[src/rtl/rx_cmd_if.sv]
// Byte-stream / command-strobe bundle between the UART RX and the system datapath.
interface rx_cmd_if #(
  parameter int unsigned DATA_WIDTH = 8,
  parameter int unsigned ADDR_WIDTH = 4,
  parameter int unsigned FUN_WIDTH  = 4
) ();
  logic [DATA_WIDTH-1:0] rx_p_data;
  logic                  rx_d_vld;
  logic                  rx_err;
  logic                  resp_vld;
  logic                  wr_en;
  logic                  rd_en;
  logic [ADDR_WIDTH-1:0] address;
  logic [DATA_WIDTH-1:0] wr_data;
  logic                  alu_en;
  logic [FUN_WIDTH-1:0]  alu_fun;
  logic                  clk_gate_en;
  logic                  busy;
  logic                  cmd_err;

  // Decoder side: consumes bytes and responses, drives strobes.
  modport master (
    input  rx_p_data, rx_d_vld, rx_err, resp_vld,
    output wr_en, rd_en, address, wr_data, alu_en, alu_fun, clk_gate_en, busy, cmd_err
  );

  // Environment side: supplies bytes and responses, observes strobes.
  modport slave (
    output rx_p_data, rx_d_vld, rx_err, resp_vld,
    input  wr_en, rd_en, address, wr_data, alu_en, alu_fun, clk_gate_en, busy, cmd_err
  );
endinterface

[src/rtl/rx_cmd_decoder.sv]
// Parses UART command frames into register-file and ALU strobes; stalls on outstanding responses.
module rx_cmd_decoder #(
  parameter int unsigned DATA_WIDTH = 8,
  parameter int unsigned ADDR_WIDTH = 4,
  parameter int unsigned FUN_WIDTH  = 4
) (
  input  logic      clk_i,
  input  logic      rst_n_i,
  rx_cmd_if.master  bus
);

  localparam logic [DATA_WIDTH-1:0] OP_WR  = DATA_WIDTH'(8'hAA);
  localparam logic [DATA_WIDTH-1:0] OP_RD  = DATA_WIDTH'(8'hBB);
  localparam logic [DATA_WIDTH-1:0] OP_ALO = DATA_WIDTH'(8'hCC);
  localparam logic [DATA_WIDTH-1:0] OP_ALU = DATA_WIDTH'(8'hDD);

  typedef enum logic [2:0] {
    S_IDLE, S_WR_ADDR, S_WR_DATA, S_RD_ADDR, S_OP_A, S_OP_B, S_ALU_FUN, S_WAIT_RESP
  } state_e;

  state_e                state_q, state_d;
  logic [ADDR_WIDTH-1:0] addr_lat_q, addr_lat_d;
  logic [ADDR_WIDTH-1:0] address_q, address_d;
  logic [DATA_WIDTH-1:0] wr_data_q, wr_data_d;
  logic [FUN_WIDTH-1:0]  alu_fun_q, alu_fun_d;
  logic                  wr_en_q, wr_en_d;
  logic                  rd_en_q, rd_en_d;
  logic                  alu_en_q, alu_en_d;
  logic                  cmd_err_q, cmd_err_d;
  logic                  clk_gate_q, clk_gate_d;
  logic                  busy_q, busy_d;

  // State and registered-output flops.
  always_ff @(posedge clk_i or negedge rst_n_i) begin
    if (!rst_n_i) begin
      state_q    <= S_IDLE;
      addr_lat_q <= '0;
      address_q  <= '0;
      wr_data_q  <= '0;
      alu_fun_q  <= '0;
      wr_en_q    <= 1'b0;
      rd_en_q    <= 1'b0;
      alu_en_q   <= 1'b0;
      cmd_err_q  <= 1'b0;
      clk_gate_q <= 1'b0;
      busy_q     <= 1'b0;
    end else begin
      state_q    <= state_d;
      addr_lat_q <= addr_lat_d;
      address_q  <= address_d;
      wr_data_q  <= wr_data_d;
      alu_fun_q  <= alu_fun_d;
      wr_en_q    <= wr_en_d;
      rd_en_q    <= rd_en_d;
      alu_en_q   <= alu_en_d;
      cmd_err_q  <= cmd_err_d;
      clk_gate_q <= clk_gate_d;
      busy_q     <= busy_d;
    end
  end

  // Next-state and next-output decode for each received byte.
  always_comb begin
    state_d    = state_q;
    addr_lat_d = addr_lat_q;
    address_d  = address_q;
    wr_data_d  = wr_data_q;
    alu_fun_d  = alu_fun_q;
    clk_gate_d = clk_gate_q;
    wr_en_d    = 1'b0;
    rd_en_d    = 1'b0;
    alu_en_d   = 1'b0;
    cmd_err_d  = 1'b0;

    if (state_q == S_WAIT_RESP) begin
      // Any byte here is dropped; a concurrent response still releases the stall.
      if (bus.rx_d_vld) cmd_err_d = 1'b1;
      if (bus.resp_vld) begin
        state_d    = S_IDLE;
        clk_gate_d = 1'b0;
      end
    end else if (bus.rx_d_vld && bus.rx_err) begin
      cmd_err_d  = 1'b1;
      state_d    = S_IDLE;
      clk_gate_d = 1'b0;
    end else if (bus.rx_d_vld) begin
      case (state_q)
        S_IDLE: begin
          if (bus.rx_p_data == OP_WR) begin
            state_d = S_WR_ADDR;
          end else if (bus.rx_p_data == OP_RD) begin
            state_d = S_RD_ADDR;
          end else if (bus.rx_p_data == OP_ALO) begin
            state_d    = S_OP_A;
            clk_gate_d = 1'b1;
          end else if (bus.rx_p_data == OP_ALU) begin
            state_d    = S_ALU_FUN;
            clk_gate_d = 1'b1;
          end else begin
            cmd_err_d = 1'b1;
          end
        end
        S_WR_ADDR: begin
          // Held privately so ADDRESS only moves together with a strobe.
          addr_lat_d = bus.rx_p_data[ADDR_WIDTH-1:0];
          state_d    = S_WR_DATA;
        end
        S_WR_DATA: begin
          wr_en_d   = 1'b1;
          address_d = addr_lat_q;
          wr_data_d = bus.rx_p_data;
          state_d   = S_IDLE;
        end
        S_RD_ADDR: begin
          rd_en_d   = 1'b1;
          address_d = bus.rx_p_data[ADDR_WIDTH-1:0];
          state_d   = S_WAIT_RESP;
        end
        S_OP_A: begin
          wr_en_d   = 1'b1;
          address_d = ADDR_WIDTH'(0);
          wr_data_d = bus.rx_p_data;
          state_d   = S_OP_B;
        end
        S_OP_B: begin
          wr_en_d   = 1'b1;
          address_d = ADDR_WIDTH'(1);
          wr_data_d = bus.rx_p_data;
          state_d   = S_ALU_FUN;
        end
        S_ALU_FUN: begin
          alu_en_d  = 1'b1;
          alu_fun_d = bus.rx_p_data[FUN_WIDTH-1:0];
          state_d   = S_WAIT_RESP;
        end
        default: state_d = S_IDLE;
      endcase
    end

    busy_d = (state_d != S_IDLE);
  end

  assign bus.wr_en       = wr_en_q;
  assign bus.rd_en       = rd_en_q;
  assign bus.address     = address_q;
  assign bus.wr_data     = wr_data_q;
  assign bus.alu_en      = alu_en_q;
  assign bus.alu_fun     = alu_fun_q;
  assign bus.clk_gate_en = clk_gate_q;
  assign bus.busy        = busy_q;
  assign bus.cmd_err     = cmd_err_q;

endmodule

[src/flat_wrapper.sv]
// flat-port wrapper written by rule: the top's interface ports become plain ports
module rx_cmd_decoder_flat 
#(
  parameter int unsigned DATA_WIDTH = 8,
  parameter int unsigned ADDR_WIDTH = 4,
  parameter int unsigned FUN_WIDTH  = 4
)
  (clk_i, rst_n_i, bus_rx_p_data, bus_rx_d_vld, bus_rx_err, bus_resp_vld, bus_wr_en, bus_rd_en, bus_address, bus_wr_data, bus_alu_en, bus_alu_fun, bus_clk_gate_en, bus_busy, bus_cmd_err);
  rx_cmd_if #(.DATA_WIDTH(DATA_WIDTH), .ADDR_WIDTH(ADDR_WIDTH), .FUN_WIDTH(FUN_WIDTH)) bus_i ();
  input  logic clk_i;
  input  logic rst_n_i;
  input wire logic [$bits(bus_i.rx_p_data)-1:0] bus_rx_p_data;
  input wire logic [$bits(bus_i.rx_d_vld)-1:0] bus_rx_d_vld;
  input wire logic [$bits(bus_i.rx_err)-1:0] bus_rx_err;
  input wire logic [$bits(bus_i.resp_vld)-1:0] bus_resp_vld;
  output wire logic [$bits(bus_i.wr_en)-1:0] bus_wr_en;
  output wire logic [$bits(bus_i.rd_en)-1:0] bus_rd_en;
  output wire logic [$bits(bus_i.address)-1:0] bus_address;
  output wire logic [$bits(bus_i.wr_data)-1:0] bus_wr_data;
  output wire logic [$bits(bus_i.alu_en)-1:0] bus_alu_en;
  output wire logic [$bits(bus_i.alu_fun)-1:0] bus_alu_fun;
  output wire logic [$bits(bus_i.clk_gate_en)-1:0] bus_clk_gate_en;
  output wire logic [$bits(bus_i.busy)-1:0] bus_busy;
  output wire logic [$bits(bus_i.cmd_err)-1:0] bus_cmd_err;
  assign bus_i.rx_p_data = bus_rx_p_data;
  assign bus_i.rx_d_vld = bus_rx_d_vld;
  assign bus_i.rx_err = bus_rx_err;
  assign bus_i.resp_vld = bus_resp_vld;
  assign bus_wr_en = bus_i.wr_en;
  assign bus_rd_en = bus_i.rd_en;
  assign bus_address = bus_i.address;
  assign bus_wr_data = bus_i.wr_data;
  assign bus_alu_en = bus_i.alu_en;
  assign bus_alu_fun = bus_i.alu_fun;
  assign bus_clk_gate_en = bus_i.clk_gate_en;
  assign bus_busy = bus_i.busy;
  assign bus_cmd_err = bus_i.cmd_err;
  rx_cmd_decoder #(.DATA_WIDTH(DATA_WIDTH), .ADDR_WIDTH(ADDR_WIDTH), .FUN_WIDTH(FUN_WIDTH)) u_core (.clk_i(clk_i), .rst_n_i(rst_n_i), .bus(bus_i));
endmodule
[config.mk]
export PLATFORM = sky130hd
export DESIGN_NAME = rx_cmd_decoder_flat
export DESIGN_NICKNAME = d
export VERILOG_FILES = /design/src/rtl/rx_cmd_if.sv /design/src/rtl/rx_cmd_decoder.sv /design/src/flat_wrapper.sv
export SDC_FILE = /design/constraint.sdc
export NUM_CORES = 1
export LEC_CHECK = 0
export CAP_MARGIN = 40
export CORE_MARGIN = 5
export CORE_UTILIZATION = 55
export DETAILED_ROUTE_END_ITERATION = 6
export DONT_BUFFER_PORTS = 1
export HOLD_SLACK_MARGIN = 0.02
export PLACE_DENSITY = 0.7
export SKIP_LAST_GASP = 1
export SYNTH_ARGS = -nofsm -noshare
export SYNTH_HDL_FRONTEND = slang
export SYNTH_SLANG_ARGS = --single-unit
[constraint.sdc]
create_clock -name clk_i -period 1.8 [get_ports clk_i]
set_clock_uncertainty 0.05 [all_clocks]
set_input_delay 0.18 -clock clk_i [delete_from_list [all_inputs] [get_ports clk_i]]
set_output_delay 0.18 -clock clk_i [all_outputs]
set_load 0.1 [all_outputs]
==> qor.csv <==
stage;metric;value;unit
timing;setup_viol;0;
yosys;ys_ff_latch;29;
critical_path;crit_path_start_kind;register;
detailed_routing;drtIter0Drc;59;
power;switching_share;0.346;
global_route;grt-ovfl-total;0;
floorplan;core;2430;sq um
detailed_routing;dr.pass1.iters;4;
global_route;grt_pass1_wl;5.49;mm
final_layout;areaGrowthSynthToFinish;26.8;%
cts;root_buffer;clkbuf_4;
final_layout;insertedDiodeCount;0;
power;p_leak;0.882;nW
cts;cts_tree;done;
critical_path;rrSetupSlack;140;ps
placement;preCtsSetupSlack;157;ps
timing;rsz0062_at_grt;false;
timing;max_slew_margin;0.598;
placement;port_buffers;0;
yosys;syn_nets;137;
detailed_routing;drc_errors;0;
final_layout;drive_gt1_frac;0.321;
detailed_routing;routed_wl;3.19;mm
timing;setup_ws;137;ps
yosys;syn-instance-count;124;
cts;ctsResizeCount;0;
worst_hold_path;hp-class;input pin to register;
floorplan;die_x;60.0;um
critical_path;rr_startpoint;u_core.state_q[2]$_DFF_PN0_;
global_route;grtUsageTotal;0.215;
timing;maxSlewViolCount;0;
job;maxCapViolCount;0;
floorplan;ios;35;
timing;finalHoldViolCount;0;
detailed_routing;ant_nets;0;
global_route;antenna_found_initial;0;
final_layout;fin_area;1750;sq um
cts;clk_latency;330;ps
critical_path;cp_max_fo;15;
power;clkPwrFrac;0.264;
detailed_routing;vias;1101;
critical_path;critPathArrivalTime;1830;ps
final_layout;nNetsFinal;175;
placement;dpl_cell_area;1560;sq um
critical_path;crit_required;1970;ps
floorplan;start_util;0.566;
yosys;syn_area;1380;sq um
yosys;ys_types;34;
placement;globalplace.congestion;0.891;
status;status;finished, final reports clean;
timing;min_period_over_period;0.924;
critical_path;cp-end-kind;register;
floorplan;dieArea;3600;sq um
power;internal_power;0.000971;W
floorplan;num_rows;18;
critical_path;crit_type;register to register;
cts;htree_levels;2;
yosys;synth_edf_count;0;
power;pwr-share-seq;0.479;
detailed_routing;vias_per_cell;5.73;
final_layout;fin_util;0.718;
yosys;synthArstFlopShare;1.00;
yosys;ys_warn_count;0;
yosys;synth.avg_cell_area;11.1;sq um
critical_path;worstRegToRegCells;4;
critical_path;rr_endpoint;u_core.bus.wr_data[4]$_DFFE_PN0P_;
final_layout;multi_input_area;602;sq um
timing;fin_crit;1660;ps
final_layout;fill_cells;178;
timing;clock.fmax;0.601;GHz
worst_hold_path;holdPathStages;2;
power;power.density;851;nW/um^2
worst_hold_path;holdPathEnd;u_core.state_q[1]$_DFF_PN0_;
final_layout;ff_latch_area;726;sq um
cts;cts_buffers;5;
power;combPwrFrac;0.257;
global_route;grt_start_max_net_pins;30;
timing;tns;0;ps
critical_path;critPathLaunch;u_core.state_q[2]$_DFF_PN0_;
timing;worstMarginPinSlew;602;ps
placement;place_hpwl;2.17;mm
worst_hold_path;min_from;bus_rx_p_data[7];
detailed_routing;wl_per_cell;16.6;um
power;vdd_ir_drop_max;0.000709;V
global_route;grt_pass1_vias;1210;
cts;cts_sinks;29;
floorplan;die_h;60.0;um
power;p_sw;0.000515;W
timing;worst_hold_slack;21.6;ps
yosys;synth_ff_type;dfrtp_1;
cts;clock_path_buffers;2;
yosys;synth_seq_area_share;0.527;
cts;clk_pin_slew_worst_paths;80;ps
-- Yosys cell counts (all sizes together), types with 2 or more instances --
cell | instances | area, sq um
o21ai | 9 | 45.0
and4bb | 2 | 25.0
nor2b | 7 | 43.8
o211ai | 2 | 20.0
nand3 | 8 | 40.0
o31ai | 2 | 15.0
nand2 | 11 | 43.8
and3 | 2 | 12.5
inv | 4 | 15.0
nor2 | 7 | 26.3
dfrtp | 29 | 726
mux2 | 16 | 180
a22oi | 3 | 22.5
buf | 5 | 33.8
nor3 | 3 | 15.0
or3 | 2 | 12.5
a21oi | 2 | 10.0
-- critical path, cell delays in order, from the launching register on --
cell and delay, ps:
dfrtp_1 530, nor2b_1 230, a21o_1 180, nand2_2 190, mux2_2 370
-- stage by stage --
step	power (W)	std cells
6_report	0.00149	192
5_1_grt	0.00155	192
4_1_cts	0.00150	192
3_5_place_dp	0.00107	173
3_3_place_gp	0.00106	173
2_1_floorplan	0.000999	124
-- cell usage in the layout, fill, tap and decap left out, drive strengths merged, types with 2 or more instances in the layout --
cell,netlist,final
a21oi,2,2
a22oi,3,3
and3,2,2
and4bb,2,2
buf,5,25
clkbuf,0,7
dfrtp,29,29
dlygate4sd3,0,11
inv,4,4
mux2,16,16
nand2,11,11
nand3,8,8
nor2,7,7
nor2b,7,7
nor3,3,3
o211ai,2,2
o21ai,9,9
o31ai,2,2
or3,2,2
-- repair_timing --
item                      CTS  global route
hold buffers               12             0
setup buffers               0             0
hold endpoints to repair   49             0
-- kinds of logic (layout without fill, tap and decap cells) --
kind of cell	Yosys count	count (layout)	share of synthesized area
compound gates	24	24	0.123
flops	29	29	0.527
mux	16	16	0.131
simple gates	45	45	0.177
buf+inv	9	47	0.0354
xor+xnor	1	1	0.00636
-- final cells by class --
type | instances | area share
Tap cell | 30 | 0.0215
Sequential cell | 29 | 0.416
Multi-Input combinational cell | 86 | 0.345
Inverter | 4 | 0.00860
Timing Repair Buffer | 36 | 0.178
Clock buffer | 7 | 0.0315
-- power groups by stage --
stage	Clock [W]	Sequential (W)	Combinational (W)
4_1_cts	0.000401	0.000710	0.000385
2_1_floorplan	0	0.000938	0.0000615
6_report	0.000392	0.000711	0.000382
5_1_grt	0.000436	0.000717	0.000399
3_3_place_gp	0	0.000720	0.000339
3_5_place_dp	0	0.000723	0.000343
-- state kept, by name, summed over array words and instances, names as in the netlist --
| register | cells |
|---|---|
| u_core.bus.wr_en | 1 |
| u_core.bus.clk_gate_en | 1 |
| u_core.state_q | 3 |
| u_core.bus.alu_fun | 4 |
| u_core.bus.address | 4 |
| u_core.bus.cmd_err | 1 |
| u_core.addr_lat_q | 4 |
| u_core.bus.alu_en | 1 |
| u_core.bus.busy | 1 |
| u_core.bus.rd_en | 1 |
| u_core.bus.wr_data | 8 |
-- how the worst max path moves through the flow --
stage                                         to  slack (ps)  cells after the start
2_1_floorplan          u_core.bus.busy$_DFF_PN0_         320                      6
3_3_place_gp           u_core.bus.busy$_DFF_PN0_         190                      5
3_5_place_dp   u_core.bus.wr_data[4]$_DFFE_PN0P_         160                      4
4_1_cts        u_core.bus.wr_data[4]$_DFFE_PN0P_         150                      4
5_1_grt        u_core.bus.alu_fun[0]$_DFFE_PN0P_          20                      3
6_report       u_core.bus.wr_data[4]$_DFFE_PN0P_         140                      4
-- routing by layer --
| metal | up-vias | global-route usage | wire (um) |
|---|---|---|---|
| met2 | 49 | 0.327 | 1480 |
| met5 | - | 0 | 0 |
| li1 | 519 | - | - |
| met4 | 0 | 0.142 | 112 |
| met1 | 521 | 0.253 | 1350 |
| met3 | 12 | 0.0756 | 245 |
No activity file was read; power rests on OpenSTA's default activity.
